[src/rtl/seq_divider_if.sv]
// Handshake/result bundle for the sequential divider: the requester drives
// start and operands, the divider returns status and held results.
interface seq_divider_if #(
  parameter int DIVIDEND_W = 32,
  parameter int DIVISOR_W  = 16
);
  logic                  start;
  logic [DIVIDEND_W-1:0] dividend;
  logic [DIVISOR_W-1:0]  divisor;
  logic                  busy;
  logic                  done;
  logic [DIVIDEND_W-1:0] quotient;
  logic [DIVISOR_W-1:0]  remainder;
  logic                  div_by_zero;

  modport master (
    output start, dividend, divisor,
    input  busy, done, quotient, remainder, div_by_zero
  );

  modport slave (
    input  start, dividend, divisor,
    output busy, done, quotient, remainder, div_by_zero
  );
endinterface

[src/rtl/seq_divider.sv]
// Restoring divider: one quotient bit per clock, start/done handshake,
// results held from the done pulse until the next accepted start.
module seq_divider #(
  parameter int DIVIDEND_W = 32,
  parameter int DIVISOR_W  = 16
) (
  input  logic         clk,
  input  logic         rst_n,
  seq_divider_if.slave bus
);
  localparam int CNT_W = (DIVIDEND_W > 1) ? $clog2(DIVIDEND_W) : 1;

  typedef enum logic [1:0] {IDLE, RUN, DONE} state_t;

  state_t                state_q;
  logic [DIVIDEND_W-1:0] q_q, quot_q;
  logic [DIVISOR_W-1:0]  r_q, d_q, rem_q;
  logic [CNT_W-1:0]      cnt_q;
  logic                  busy_q, done_q, dbz_q;

  logic [DIVISOR_W:0]    r_shift;
  logic [DIVISOR_W+1:0]  diff;
  logic                  borrow;
  logic [DIVISOR_W-1:0]  r_d;
  logic [DIVIDEND_W-1:0] q_d;
  logic                  last;
  logic                  unused_diff;

  // One extra guard bit on the subtraction makes the borrow unambiguous for
  // the full (DIVISOR_W+1)-bit shifted remainder.
  always_comb begin
    r_shift = {r_q, q_q[DIVIDEND_W-1]};
    diff    = {1'b0, r_shift} - {2'b00, d_q};
    borrow  = diff[DIVISOR_W+1];
    r_d     = borrow ? r_shift[DIVISOR_W-1:0] : diff[DIVISOR_W-1:0];
    q_d     = {q_q[DIVIDEND_W-2:0], ~borrow};
  end

  // With no borrow the difference is below the divisor, so this bit is 0.
  assign unused_diff = diff[DIVISOR_W];
  assign last        = (cnt_q == CNT_W'(DIVIDEND_W-1));

  always_ff @(posedge clk or negedge rst_n) begin
    if (!rst_n) begin
      state_q <= IDLE;
      q_q     <= '0;
      r_q     <= '0;
      d_q     <= '0;
      cnt_q   <= '0;
      busy_q  <= 1'b0;
      done_q  <= 1'b0;
      quot_q  <= '0;
      rem_q   <= '0;
      dbz_q   <= 1'b0;
    end else begin
      case (state_q)
        IDLE, DONE: begin
          done_q  <= 1'b0;
          state_q <= IDLE;
          if (bus.start) begin
            if (bus.divisor == '0) begin
              state_q <= DONE;
              done_q  <= 1'b1;
              quot_q  <= '1;
              rem_q   <= bus.dividend[DIVISOR_W-1:0];
              dbz_q   <= 1'b1;
            end else begin
              state_q <= RUN;
              busy_q  <= 1'b1;
              q_q     <= bus.dividend;
              r_q     <= '0;
              d_q     <= bus.divisor;
              cnt_q   <= '0;
            end
          end
        end
        RUN: begin
          q_q   <= q_d;
          r_q   <= r_d;
          cnt_q <= cnt_q + CNT_W'(1);
          if (last) begin
            state_q <= DONE;
            busy_q  <= 1'b0;
            done_q  <= 1'b1;
            quot_q  <= q_d;
            rem_q   <= r_d;
            dbz_q   <= 1'b0;
          end
        end
        default: state_q <= IDLE;
      endcase
    end
  end

  assign bus.busy        = busy_q;
  assign bus.done        = done_q;
  assign bus.quotient    = quot_q;
  assign bus.remainder   = rem_q;
  assign bus.div_by_zero = dbz_q;
endmodule
[src/flat_wrapper.sv]
// flat-port wrapper written by rule: the top's interface ports become plain ports
module seq_divider_flat 
#(
  parameter int DIVIDEND_W = 32,
  parameter int DIVISOR_W  = 16
)
  (clk, rst_n, bus_start, bus_dividend, bus_divisor, bus_busy, bus_done, bus_quotient, bus_remainder, bus_div_by_zero);
  seq_divider_if #(.DIVIDEND_W(DIVIDEND_W), .DIVISOR_W(DIVISOR_W)) bus_i ();
  input  logic clk;
  input  logic rst_n;
  input wire logic [$bits(bus_i.start)-1:0] bus_start;
  input wire logic [$bits(bus_i.dividend)-1:0] bus_dividend;
  input wire logic [$bits(bus_i.divisor)-1:0] bus_divisor;
  output wire logic [$bits(bus_i.busy)-1:0] bus_busy;
  output wire logic [$bits(bus_i.done)-1:0] bus_done;
  output wire logic [$bits(bus_i.quotient)-1:0] bus_quotient;
  output wire logic [$bits(bus_i.remainder)-1:0] bus_remainder;
  output wire logic [$bits(bus_i.div_by_zero)-1:0] bus_div_by_zero;
  assign bus_i.start = bus_start;
  assign bus_i.dividend = bus_dividend;
  assign bus_i.divisor = bus_divisor;
  assign bus_busy = bus_i.busy;
  assign bus_done = bus_i.done;
  assign bus_quotient = bus_i.quotient;
  assign bus_remainder = bus_i.remainder;
  assign bus_div_by_zero = bus_i.div_by_zero;
  seq_divider #(.DIVIDEND_W(DIVIDEND_W), .DIVISOR_W(DIVISOR_W)) u_core (.clk(clk), .rst_n(rst_n), .bus(bus_i));
endmodule
[config.mk]
export PLATFORM = sky130hd
export DESIGN_NAME = seq_divider_flat
export DESIGN_NICKNAME = d
export VERILOG_FILES = /design/src/rtl/seq_divider_if.sv /design/src/rtl/seq_divider.sv /design/src/flat_wrapper.sv
export SDC_FILE = /design/constraint.sdc
export NUM_CORES = 1
export LEC_CHECK = 0
export BUFFER_PORTS_ARGS = -buffer_cell sky130_fd_sc_hd__buf_2
export CORE_UTILIZATION = 50
export DETAILED_ROUTE_END_ITERATION = 7
export HOLD_SLACK_MARGIN = 0.1
export PLACE_DENSITY = 0.8
export SLEW_MARGIN = 40
export SYNTH_ARGS = -nofsm -noshare
export SYNTH_HDL_FRONTEND = slang
export SYNTH_SLANG_ARGS = --single-unit
[constraint.sdc]
create_clock -name clk -period 3 [get_ports clk]
set_input_delay 0.3 -clock clk [delete_from_list [all_inputs] [get_ports clk]]
set_output_delay 0.3 -clock clk [all_outputs]
set_load 0.1 [all_outputs]
==> summary.txt <==
final worst-path cycle share -> 0.9322
crit-path most repeated cell -> inv_1
Most used DFF post-synth -> dfrtp_1
GRT Util Overall -> 0.2543
Slowest-stage cell, CP -> fa_1
worst-margin pin slew -> 0.7186 ns
final setup fails -> 0
clock sinks -> 122
WL final -> 14.83 mm
Crit path max-delay family -> compound AO/OA/AOI/OAI gates
first-pass GRT wire length -> 23.26 mm
Die ar. -> 12140 um2
largest family of logic cells by synthesized area -> simple AND/OR/NAND/NOR gates
max-cap violation count -> 0
vias in the first global route -> 4921
Initial DRT Pass Iterations -> 5
crit-path max cell delay -> 0.41 ns
critical path type -> reg2reg
wl on met1 -> 6.224 mm
Final nets -> 812
Async SR Flop Fraction -> 1.000
drt wl/cell -> 16.53 um
Placeable Area -> 11420 um2
hold path depth -> 3
clock latency on the worst-skew pair -> 0.42 ns
Final HPWL DP -> 10.03 mm
share of layout cells above drive strength 1 -> 0.2188
outcome -> completed
xor and xnor fraction of the mapped netlist area -> 0.01945
crit path DAT -> 3.08 ns
Top Ports -> 102
Worst-path clk slew -> 0.06 ns
Vias -> 5191
Slew HR -> 0.5209
Met2 Wirelength -> 7.112 mm
Worst R2R Path Depth -> 11
Register Area -> 3053 um2
setup TNS -> 0 ns
Clk Tree Root Cell -> clkbuf_16
Mapped Nets -> 708
num rows -> 39
antenna viol nets, final -> 0
H-tree depth -> 4
final hold vios -> 0
area of the multi-input gates -> 2580 um2
CTS Buf Count -> 17
Syn Area/Cell -> 9.174 um2
largest net degree at the start of global routing -> 71
CTS tree -> built
worst-path fanout max -> 3
clock skew -> 0.01233 ns
die width -> 110.2 um
Antenna diodes -> 0
post-synthesis sequential area ratio -> 0.5216
RSZ-0062 raised after global routing -> no
GRT overflow -> 0
Setup crit start kind -> flop
multiplexer share of the synthesized area -> 0.01389
crit path capture type -> flop
Util after Layout -> 0.6292
wire length on met3 -> 830 um
Area Overhead vs Synth -> 22.74%
Final Wtd Congestion -> 0.8298
average via count per standard cell -> 5.787
Longest Clk Path Bufs -> 2
Synth cell types -> 61
simple-gate area share of the yosys netlist -> 0.1870
CP cell instances -> inv_1, ha_1, inv_1, fa_1, a21oi_2, o22ai_1, a221o_1, o41ai_1, xnor2_1, mux2i_1, o21ai_1
Post-Syn Instances -> 638
initial antenna violation count -> 0
Synth Area in Compound Gates -> 0.1755
synthesized cell area -> 5853 um2
crit path time final -> 2.797 ns
worst slack at placement -> 0.1311 ns
CP required -> 3.28 ns
initial core utilization -> 0.5126
Final Worst Setup Slack -> 0.2035 ns
Slew Viols, Final -> 0
HP Class -> in2reg
Post-synth EDFFs -> 0
fillers -> 914
Syn. warnings -> 0
DR top layer -> met4
Yosys reg bits -> 122
Starting DRT DRC Count -> 430
Max Fclk -> 0.3576 GHz
Die H -> 110.2 um
PortBufs -> 101
adder-cell share of the synthesized area -> 0.04190
CP Depth -> 11
WP buf/inv -> 2
# DRC -> 0
-- registers in the layout, summed over array words and instances (netlist names) --
name,count
u_core.r_q,16
u_core.d_q,16
u_core.cnt_q,5
u_core.bus.remainder,16
u_core.bus.done,1
u_core.bus.div_by_zero,1
u_core.bus.quotient,32
u_core.state_q,2
u_core.bus.busy,1
u_core.q_q,32
-- Yosys cell counts, types with 2 or more instances --
| master | count | area share |
|---|---|---|
| xnor2_1 | 7 | 0.010 |
| nand2_1 | 87 | 0.056 |
| a21o_2 | 2 | 0.0030 |
| nand4_1 | 2 | 0.0021 |
| a211oi_1 | 3 | 0.0038 |
| nand2b_1 | 4 | 0.0043 |
| o21ai_4 | 2 | 0.0056 |
| buf_2 | 7 | 0.0060 |
| nor4_1 | 4 | 0.0043 |
| o221ai_1 | 3 | 0.0045 |
| o21ai_1 | 4 | 0.0034 |
| o21ai_0 | 43 | 0.037 |
| nor3_1 | 20 | 0.017 |
| clkbuf_1 | 22 | 0.014 |
| a31oi_1 | 20 | 0.021 |
| xor2_1 | 6 | 0.0090 |
| a21o_1 | 7 | 0.0090 |
| inv_1 | 23 | 0.015 |
| and4_1 | 2 | 0.0030 |
| o211ai_1 | 6 | 0.0077 |
| dfrtp_1 | 122 | 0.52 |
| a21oi_1 | 54 | 0.046 |
| ha_1 | 18 | 0.038 |
| or3_2 | 2 | 0.0026 |
| nand3_1 | 12 | 0.010 |
| nor2_1 | 103 | 0.066 |
| o22ai_1 | 5 | 0.0053 |
| and3_1 | 3 | 0.0032 |
| buf_1 | 3 | 0.0019 |
| a21boi_0 | 3 | 0.0038 |
| mux2i_1 | 7 | 0.012 |
| o22a_1 | 2 | 0.0030 |
| nor2b_1 | 2 | 0.0021 |
-- final timing paths --
path / from / endpoint / slack, ns
worst max-delay path: u_core.q_q[31]$_DFFE_PN0P_ / u_core.r_q[12]$_DFFE_PN0P_ / 0.20
worst min-delay path: bus_divisor[11] / u_core.d_q[11]$_DFFE_PN0P_ / 0.11
worst max register to register: u_core.q_q[31]$_DFFE_PN0P_ / u_core.r_q[12]$_DFFE_PN0P_ / 0.20
worst min register to register: u_core.bus.busy$_DFFE_PN0P_ / u_core.bus.busy$_DFFE_PN0P_ / 0.47
max in group asynchronous: rst_n / u_core.bus.quotient[22]$_DFFE_PN0P_ / 1.71
min in group asynchronous: rst_n / u_core.bus.quotient[21]$_DFFE_PN0P_ / 0.48
-- cell type report --
class | instances | share of cell area
clock inverter | 7 | 0.01602
multi-input combinational | 458 | 0.3591
timing repair buffer | 119 | 0.09544
clock buffer | 24 | 0.06705
inverter | 24 | 0.01254
tap | 143 | 0.02490
sequential | 122 | 0.4249
-- layout by cell type (no fill, tap or decap), types with 4 or more instances in the layout --
cell | netlist | routed
dfrtp_1 | 122 | 122
nor2_1 | 103 | 103
buf_2 | 7 | 100
nand2_1 | 87 | 87
a21oi_1 | 54 | 53
o21ai_0 | 43 | 43
inv_1 | 23 | 23
nor3_1 | 20 | 20
a31oi_1 | 20 | 20
ha_1 | 18 | 18
clkbuf_16 | 0 | 17
buf_4 | 1 | 14
nand3_1 | 12 | 12
xnor2_1 | 7 | 7
mux2i_1 | 7 | 7
a21o_1 | 7 | 7
o211ai_1 | 6 | 6
xor2_1 | 6 | 6
o22ai_1 | 5 | 5
nor4_1 | 4 | 4
o21ai_1 | 4 | 4
clkbuf_1 | 22 | 4
-- per-stage QoR --
step | hold WS [ns] | std cells | cell area, um2
CTS | 0.1013 | 893 | 7127
global placement | 0.3733 | 860 | 6510
finish | 0.1142 | 897 | 7184
global route | 0.1228 | 897 | 7184
detailed placement | 0.3923 | 860 | 6510
floorplan | 0.004409 | 638 | 5853
-- worst min-delay path, stage by stage --
cell and delay [ns]:
buf_2 0.10, nand2_1 0.04, o21ai_0 0.06
-- cells by family (layout without fill, tap and decap cells) --
family	Yosys count	in the layout
compound gates	167	167
xor+xnor	13	13
fa+ha+maj	19	19
buf+inv	58	174
flops	122	122
mux	8	8
simple gates	251	251
-- per-layer routing --
layer,GRT usage,vias to the layer above
met3,0.06467,62
met2,0.3996,198
met4,0.1485,0
met1,0.3185,2526
li1,-,2405
met5,0,-
-- repair_timing --
item	CTS	global route
buffers inserted	0	4
gates resized for setup	0	3
hold buffers	2	0
setup endpoints to repair	0	8
endpoints found under the hold margin	53	0
Power is left out: the tool's default activity adds up to more than one toggle a clock period on the data nets, which glitch-free logic cannot reach.
